File: config.mk
export PLATFORM = sky130hd
export DESIGN_NAME = tri_outline_gen
export DESIGN_NICKNAME = d
export VERILOG_FILES = /design/src/rtl/tri_outline_gen_pkg.sv /design/src/rtl/tri_outline_gen_udiv10.sv /design/src/rtl/tri_outline_gen.sv
export SDC_FILE = /design/constraint.sdc
export NUM_CORES = 1
export LEC_CHECK = 0
export ABC_AREA = 1
export ABC_CLOCK_PERIOD_IN_PS = 7500
export CORE_UTILIZATION = 30
export DETAILED_ROUTE_END_ITERATION = 10
export HOLD_SLACK_MARGIN = 0.02
export PLACE_DENSITY = 0.43
export SKIP_CTS_REPAIR_TIMING = 1
export SYNTH_ARGS = -nofsm -noshare
export SYNTH_HDL_FRONTEND = slang
export SYNTH_HIERARCHICAL = 1
export SYNTH_SLANG_ARGS = --single-unit
File: constraint.sdc
create_clock -name clk -period 7.5 [get_ports clk]
set_clock_uncertainty 0.05 [all_clocks]
set_input_delay 0.75 -clock clk [delete_from_list [all_inputs] [get_ports clk]]
set_output_delay 0.75 -clock clk [all_outputs]
set_load 0.005 [all_outputs]
File: src/rtl/tri_outline_gen_pkg.sv
// Shared constants, state encoding and row helper for the triangle outline generator.
package tri_pkg;

  localparam int unsigned COORD_W  = 10;
  localparam int unsigned H_ACTIVE = 800;
  localparam int unsigned V_ACTIVE = 600;

  typedef logic [COORD_W-1:0] coord_t;

  localparam coord_t PARK_X = COORD_W'(801);
  localparam coord_t PARK_Y = COORD_W'(601);

  typedef enum logic [1:0] {IDLE, DIV, EMIT, DONE} state_t;

  // Leftmost pixel of a row: full span on the horizontal leg, else {x1, xh}.
  function automatic coord_t row_first_x(coord_t y, coord_t y2, coord_t x1, coord_t x2,
                                         coord_t xh);
    if (y == y2) return (x1 < x2) ? x1 : x2;
    return (x1 < xh) ? x1 : xh;
  endfunction

endpackage

File: src/rtl/tri_outline_gen_udiv10.sv
// Restoring unsigned divider, one quotient bit per clock, valid pulses after the last bit.
module udiv10
  import tri_pkg::*;
(
  input  logic               clk,
  input  logic               rst,
  input  logic               start,
  input  logic [COORD_W-1:0] dividend,
  input  logic [COORD_W-1:0] divisor,
  output logic [COORD_W-1:0] quotient,
  output logic [COORD_W-1:0] remainder,
  output logic               valid
);

  logic [COORD_W-1:0] den;
  logic [3:0]         cnt;
  logic               busy;
  logic [COORD_W:0]   trial;

  // Dividend bits shift out of the quotient register as quotient bits shift in.
  always_comb trial = {remainder, quotient[COORD_W-1]};

  always_ff @(posedge clk) begin
    if (rst) begin
      quotient  <= '0;
      remainder <= '0;
      den       <= '0;
      cnt       <= '0;
      busy      <= 1'b0;
      valid     <= 1'b0;
    end else if (start) begin
      quotient  <= dividend;
      remainder <= '0;
      den       <= divisor;
      cnt       <= '0;
      busy      <= 1'b1;
      valid     <= 1'b0;
    end else begin
      valid <= 1'b0;
      if (busy) begin
        if (trial >= {1'b0, den}) begin
          remainder <= COORD_W'(trial - {1'b0, den});
          quotient  <= {quotient[COORD_W-2:0], 1'b1};
        end else begin
          remainder <= trial[COORD_W-1:0];
          quotient  <= {quotient[COORD_W-2:0], 1'b0};
        end
        cnt <= cnt + 4'd1;
        if (cnt == 4'(COORD_W - 1)) begin
          busy  <= 1'b0;
          valid <= 1'b1;
        end
      end
    end
  end

endmodule

File: src/rtl/tri_outline_gen.sv
// Presents the outline of the right triangle P1, P2, (x1,y2) one pixel at a time in scan order.
module tri_outline_gen
  import tri_pkg::*;
(
  input  logic               clk,
  input  logic               rst,
  input  logic               draw_enable,
  input  logic               renew_output,
  input  logic               end_frame,
  input  logic [COORD_W-1:0] i_X_pos_1,
  input  logic [COORD_W-1:0] i_Y_pos_1,
  input  logic [COORD_W-1:0] i_X_pos_2,
  input  logic [COORD_W-1:0] i_Y_pos_2,
  output logic [COORD_W-1:0] o_X_pos,
  output logic [COORD_W-1:0] o_Y_pos,
  output logic               done
);

  state_t                    state;
  coord_t                    x1, y1, x2, y2, q_r, r_r, err;
  logic signed [COORD_W:0]   xh;

  logic                      in_ok, div_start, div_valid;
  coord_t                    in_dx, in_dy, div_q, div_r;
  logic                      up, sx_neg, row_end, last_px, restart;
  coord_t                    ytop, ybot, x_start, x_end, dy_l, init_x;
  coord_t                    row_hi, nxt_x, nxt_y, walk_err;
  logic signed [COORD_W:0]   xh_step, walk_xh;
  logic [COORD_W:0]          err_sum;

  // The divider is loaded straight from the ports on the draw_enable edge.
  always_comb begin
    in_ok = (i_X_pos_1 < COORD_W'(H_ACTIVE)) && (i_X_pos_2 < COORD_W'(H_ACTIVE)) &&
            (i_Y_pos_1 < COORD_W'(V_ACTIVE)) && (i_Y_pos_2 < COORD_W'(V_ACTIVE));
    in_dx = (i_X_pos_2 >= i_X_pos_1) ? i_X_pos_2 - i_X_pos_1 : i_X_pos_1 - i_X_pos_2;
    in_dy = (i_Y_pos_2 >= i_Y_pos_1) ? i_Y_pos_2 - i_Y_pos_1 : i_Y_pos_1 - i_Y_pos_2;
    div_start = draw_enable && in_ok;
  end

  udiv10 u_div (
    .clk       (clk),
    .rst       (rst),
    .start     (div_start),
    .dividend  (in_dx),
    .divisor   (in_dy),
    .quotient  (div_q),
    .remainder (div_r),
    .valid     (div_valid)
  );

  // Hypotenuse runs from the vertex on the top row to the other vertex.
  always_comb begin
    up      = (y1 <= y2);
    ytop    = up ? y1 : y2;
    ybot    = up ? y2 : y1;
    x_start = up ? x1 : x2;
    x_end   = up ? x2 : x1;
    sx_neg  = (x_end < x_start);
    dy_l    = ybot - ytop;
    init_x  = row_first_x(ytop, y2, x1, x2, x_start);

    xh_step  = sx_neg ? xh - $signed({1'b0, q_r}) : xh + $signed({1'b0, q_r});
    err_sum  = {1'b0, err} + {1'b0, r_r};
    walk_xh  = xh_step;
    walk_err = err_sum[COORD_W-1:0];
    if (err_sum >= {1'b0, dy_l}) begin
      walk_xh  = sx_neg ? xh_step - 11'sd1 : xh_step + 11'sd1;
      walk_err = COORD_W'(err_sum - {1'b0, dy_l});
    end

    if (o_Y_pos == y2) row_hi = (x1 > x2) ? x1 : x2;
    else               row_hi = (x1 > xh[COORD_W-1:0]) ? x1 : xh[COORD_W-1:0];
    row_end = (o_X_pos == row_hi);
    last_px = row_end && (o_Y_pos == ybot);
    nxt_y   = o_Y_pos + 10'd1;
    nxt_x   = row_first_x(nxt_y, y2, x1, x2, walk_xh[COORD_W-1:0]);

    restart = ((state == DIV) && ((dy_l == '0) || div_valid)) ||
              (((state == EMIT) || (state == DONE)) && end_frame);
  end

  always_ff @(posedge clk) begin
    if (rst) begin
      state   <= IDLE;
      x1      <= '0;
      y1      <= '0;
      x2      <= '0;
      y2      <= '0;
      q_r     <= '0;
      r_r     <= '0;
      xh      <= '0;
      err     <= '0;
      o_X_pos <= PARK_X;
      o_Y_pos <= PARK_Y;
      done    <= 1'b1;
    end else if (draw_enable) begin
      o_X_pos <= PARK_X;
      o_Y_pos <= PARK_Y;
      if (in_ok) begin
        x1    <= i_X_pos_1;
        y1    <= i_Y_pos_1;
        x2    <= i_X_pos_2;
        y2    <= i_Y_pos_2;
        state <= DIV;
        done  <= 1'b0;
      end else begin
        state <= IDLE;
        done  <= 1'b1;
      end
    end else if (restart) begin
      // Slope is committed only out of DIV; a frame rewind keeps q and r.
      if (state == DIV) begin
        q_r <= (dy_l == '0) ? '0 : div_q;
        r_r <= (dy_l == '0) ? '0 : div_r;
      end
      xh      <= $signed({1'b0, x_start});
      err     <= '0;
      o_X_pos <= init_x;
      o_Y_pos <= ytop;
      done    <= 1'b0;
      state   <= EMIT;
    end else if ((state == EMIT) && renew_output) begin
      if (last_px) begin
        o_X_pos <= PARK_X;
        o_Y_pos <= PARK_Y;
        done    <= 1'b1;
        state   <= DONE;
      end else if (row_end) begin
        xh      <= walk_xh;
        err     <= walk_err;
        o_X_pos <= nxt_x;
        o_Y_pos <= nxt_y;
      end else begin
        o_X_pos <= (o_Y_pos == y2) ? o_X_pos + 10'd1 : row_hi;
      end
    end
  end

endmodule

==> run summary <==
RUN STATUS
-----------------------------------------------------------------------------------------
Run status                                                                   complete, no violations

PLACED DESIGN
-----------------------------------------------------------------------------------------
Global placement routability congestion                                             0.881
PortBufs                                                                               65
DP HPWL                                                                           43.0 mm
Post-Place Cell Area                                                         0.0159 sq mm

WORST HOLD PATH
-----------------------------------------------------------------------------------------
Hold Crit Depth                                                                         2
Endpoint of the worst hold path                                              u_div/den[6]$_SDFFE_PP0P_
Worst hold path class                                                          reg -> reg
Startpoint of the lowest-slack hold path                                     u_div/den[6]$_SDFFE_PP0P_

LOGIC SYNTHESIS
-----------------------------------------------------------------------------------------
Mean Syn Cell Area                                                             6.22 sq um
Yosys Warn Count                                                                        6
Synth unique cells                                                                     55
Most area-hungry cell type in the Yosys netlist                              sky130_fd_sc_hd__dfxtp_1
Post-synthesis instance total                                                        2328
Top post-synthesis cells by area                                             sky130_fd_sc_hd__dfxtp_1 (19%), sky130_fd_sc_hd__nand2_1 (15%), sky130_fd_sc_hd__ha_1 (12%)
Prevailing post-synth register cell                                          sky130_fd_sc_hd__dfxtp_1
Proportion of netlist area held by the largest area contributor                     19.2%
Proportion of register bits with asynchronous set or reset after synthesis             0%
Post-synthesis net count                                                             2522
Total standard cell area after synthesis                                     0.0145 sq mm
Number of synthesized register bits                                                   139
Proportion of synthesized chip area in sequential cells                             19.2%
Post-synth EDFFs                                                                        0

STA
-----------------------------------------------------------------------------------------
Tightest slew margin relative to the limit                                          23.3%
Final Hold Fails                                                                        0
Transition time of the tightest slew-check pin                                    1.15 ns
Min Tclk post-route                                                               6.96 ns
Max Clock Freq                                                                  0.144 GHz
Setup-violating endpoint count in the final report                                      0
Smallest hold slack                                                              0.416 ns
Final worst path period share                                                       92.8%
Final number of max-transition violations                                               0

WORST SETUP PATH
-----------------------------------------------------------------------------------------
FF-to-FF path depth                                                                    49
R2R Path Start                                                               y2[5]$_SDFFE_PP0P_
Endpoint of the worst register-to-register path                              o_X_pos[0]$_SDFFE_PP1P_
R2r setup slk                                                                     0.54 ns
Endpoint kind of the worst setup timing path                                    flip-flop
Critical path start-end classification                                         reg -> reg
Critical path data required time                                                  7.80 ns
Library cell appearing most often on the critical path                       sky130_fd_sc_hd__nand2_1
Longest individual stage delay on the worst path                                  0.48 ns
Data arrival time of the critical path                                            7.26 ns
Critical-path cell with the highest stage delay                              sky130_fd_sc_hd__a2111oi_4
Crit path launch type                                                           flip-flop
CP Max Fanout                                                                           6

DRT
-----------------------------------------------------------------------------------------
Number of detailed-routing iterations run before antenna repair                         5
Avg WL per Cell                                                                   17.8 um
DR vias/cell                                                                         5.00
Detailed Route WL                                                                 54.1 mm
Via count                                                                           15.2k
Number of violations reported at the end of detailed-routing iteration 0             1054
DRT antenna net count                                                                   0
Remaining DRCs                                                                          0

POWER
-----------------------------------------------------------------------------------------
Cell leakage power                                                                8.22 nW
Pwr/cell area                                                                 202 mW/mm^2
VDD IR max                                                                       0.140 mV

CTS
-----------------------------------------------------------------------------------------
TritonCTS Sinks                                                                       139
Clock transition at the registers of the reported paths                           0.06 ns
Total clock buffers created by CTS                                                     17
Clk buf depth                                                                           2
Count of H-tree levels built during CTS                                                 4
Clock root cell                                                              sky130_fd_sc_hd__clkbuf_16
Clock insertion delay at the later pin of the skew report                         0.48 ns
CTS tree                                                                             done

GRT
-----------------------------------------------------------------------------------------
Pin count of the biggest net entering global routing                                   80
GRT overflow                                                                            0
Wire length of the first global-routing pass                                      83.8 mm
Global-route usage over all layers                                                  22.2%
Antenna violations before repair                                                        1
Vias in the first global route                                                      14.5k

FLOORPLAN
-----------------------------------------------------------------------------------------
Cell Rows                                                                              80
Die Height                                                                         222 um
Floorplan die area                                                           0.0492 sq mm
Core area                                                                    0.0476 sq mm
Width of the chip                                                                  222 um
Total I/O pin count                                                                    66
Initial standard-cell utilization of the core                                       30.4%

LAYOUT
-----------------------------------------------------------------------------------------
Count of nets after finishing                                                        2599
Commonest cells after routing, fill and taps aside                           sky130_fd_sc_hd__nand2_1 (580), sky130_fd_sc_hd__inv_1 (339), sky130_fd_sc_hd__nor2_1 (196), sky130_fd_sc_hd__a21oi_1 (165), sky130_fd_sc_hd__nand3_1 (164)
Ratio of cells with drive above 1 in the final layout                               8.11%
Cell area after layout                                                       0.0168 sq mm
Most common library cell in the layout ignoring fill and taps                sky130_fd_sc_hd__nand2_1
Area Growth Syn to Fin                                                              16.1%

JOB
-----------------------------------------------------------------------------------------
Reported max-cap violation count                                                        0

==> cell families after synthesis <==
logic type,after synthesis,share of synthesized area (%)
AND/OR/NAND/NOR,1082,32.6
AO/OA/AOI/OAI,438,17.2
buffers and inverters,429,12.1
adder cells (fa/ha/maj),149,13.3
flip-flops,139,19.2
XOR/XNOR,87,5.26
multiplexers,4,0.276
==> through the flow <==
| step | cells | total power [mW] | utilization, % | worst slack, ns | setup TNS [ns] |
|---|---|---|---|---|---|
| after floorplan | 2328 | 1.95 | - | 0.0127 | 0 |
| after global placement | 2988 | 2.36 | 33.4 | 0.0756 | 0 |
| after detailed placement | 2988 | 2.36 | 33.4 | -0.119 | -0.699 |
| after CTS | 3020 | 3.32 | 34.7 | -0.147 | -0.965 |
| after global routing | 3034 | 3.67 | 35.3 | -0.0622 | -0.367 |
| final | 3034 | 3.41 | 35.3 | 0.538 | 0 |
==> cell usage after synthesis, types with 6 or more instances <==
cell type                    n
sky130_fd_sc_hd__o21ai_0   155
sky130_fd_sc_hd__nor3_1     27
sky130_fd_sc_hd__o211ai_1   28
sky130_fd_sc_hd__nand3b_1   14
sky130_fd_sc_hd__a31oi_1     7
sky130_fd_sc_hd__nand4_1    35
sky130_fd_sc_hd__nor2_1    200
sky130_fd_sc_hd__nand2_1   585
sky130_fd_sc_hd__inv_1     341
sky130_fd_sc_hd__a211oi_1    6
sky130_fd_sc_hd__nand3_1   168
sky130_fd_sc_hd__inv_2       8
sky130_fd_sc_hd__xor2_1     55
sky130_fd_sc_hd__buf_2      13
sky130_fd_sc_hd__dfxtp_1   139
sky130_fd_sc_hd__o21bai_1    8
sky130_fd_sc_hd__a221oi_1   10
sky130_fd_sc_hd__a21o_1     11
sky130_fd_sc_hd__nand3_2     8
sky130_fd_sc_hd__clkbuf_1   44
sky130_fd_sc_hd__nand2_4     7
sky130_fd_sc_hd__nand2_2    17
sky130_fd_sc_hd__buf_6      15
sky130_fd_sc_hd__a21oi_1   171
sky130_fd_sc_hd__o221ai_1    9
sky130_fd_sc_hd__ha_1      140
sky130_fd_sc_hd__fa_1        9
sky130_fd_sc_hd__xnor2_1    32
sky130_fd_sc_hd__o21ai_1     8
==> sequential cells by signal (all words and copies together), names as in the netlist <==
signal,cells
done,1
err,10
o_X_pos,10
o_Y_pos,10
q_r,10
r_r,10
state,2
u_div/busy,1
u_div/cnt,4
u_div/den,10
u_div/quotient,10
u_div/remainder,10
u_div/valid,1
x1,10
x2,10
xh,10
y1,10
y2,10
==> where the power goes <==
group,switching (mW),internal [mW],total [mW]
Clock,0.376,0.564,0.940
Sequential,0.0356,0.769,0.804
Combinational,1.07,0.587,1.66
Total,1.49,1.92,3.41
==> critical path: cells and delay by family, from the launching register on <==
family                     cells  cell delay [ns]
AOI/OAI and AO/OA             14             2.15
xor gates and xnor gates       2             0.29
adders and majority gates      4             1.17
buffers and inverters          8             0.77
DFF                            1             0.33
and+or+nand+nor               21             2.07
==> area by class of cell <==
| cell class | count | area, sq um |
|---|---|---|
| fillers | 5303 | 30800 |
| multi-input cells | 1763 | 10200 |
| flip-flops and latches | 139 | 2780 |
| inverters | 352 | 1320 |
| repair buffers | 132 | 1160 |
| well taps | 615 | 769 |
| clock buffers | 21 | 450 |
| clock inverters | 11 | 168 |
| diodes | 1 | 2.50 |
==> worst max-delay path by stage <==
stage,start,endpoint,slack (ns),depth (start not counted)
global placement,y2[9]$_SDFFE_PP0P_,o_X_pos[2]$_SDFFE_PP0P_,0.08,50
finish,y2[5]$_SDFFE_PP0P_,o_X_pos[0]$_SDFFE_PP1P_,0.54,49
CTS,y2[8]$_SDFFE_PP0P_,o_X_pos[4]$_SDFFE_PP0P_,-0.15,50
floorplan,y2[6]$_SDFFE_PP0P_,o_X_pos[2]$_SDFFE_PP0P_,0.01,54
detailed placement,y2[8]$_SDFFE_PP0P_,o_X_pos[4]$_SDFFE_PP0P_,-0.12,50
global route,y2[5]$_SDFFE_PP0P_,o_X_pos[6]$_SDFFE_PP0P_,-0.06,53
==> routing by layer <==
layer  up-vias  GRT usage (%)  part of all wire (%)
met4         0           8.11                   2.5
met2       394           33.7                    43
li1       7758              -                     -
met5         -              0                     0
met1      6954           31.5                    50
met3        63           3.42                   4.9
No activity file was read; power rests on OpenSTA's default activity.
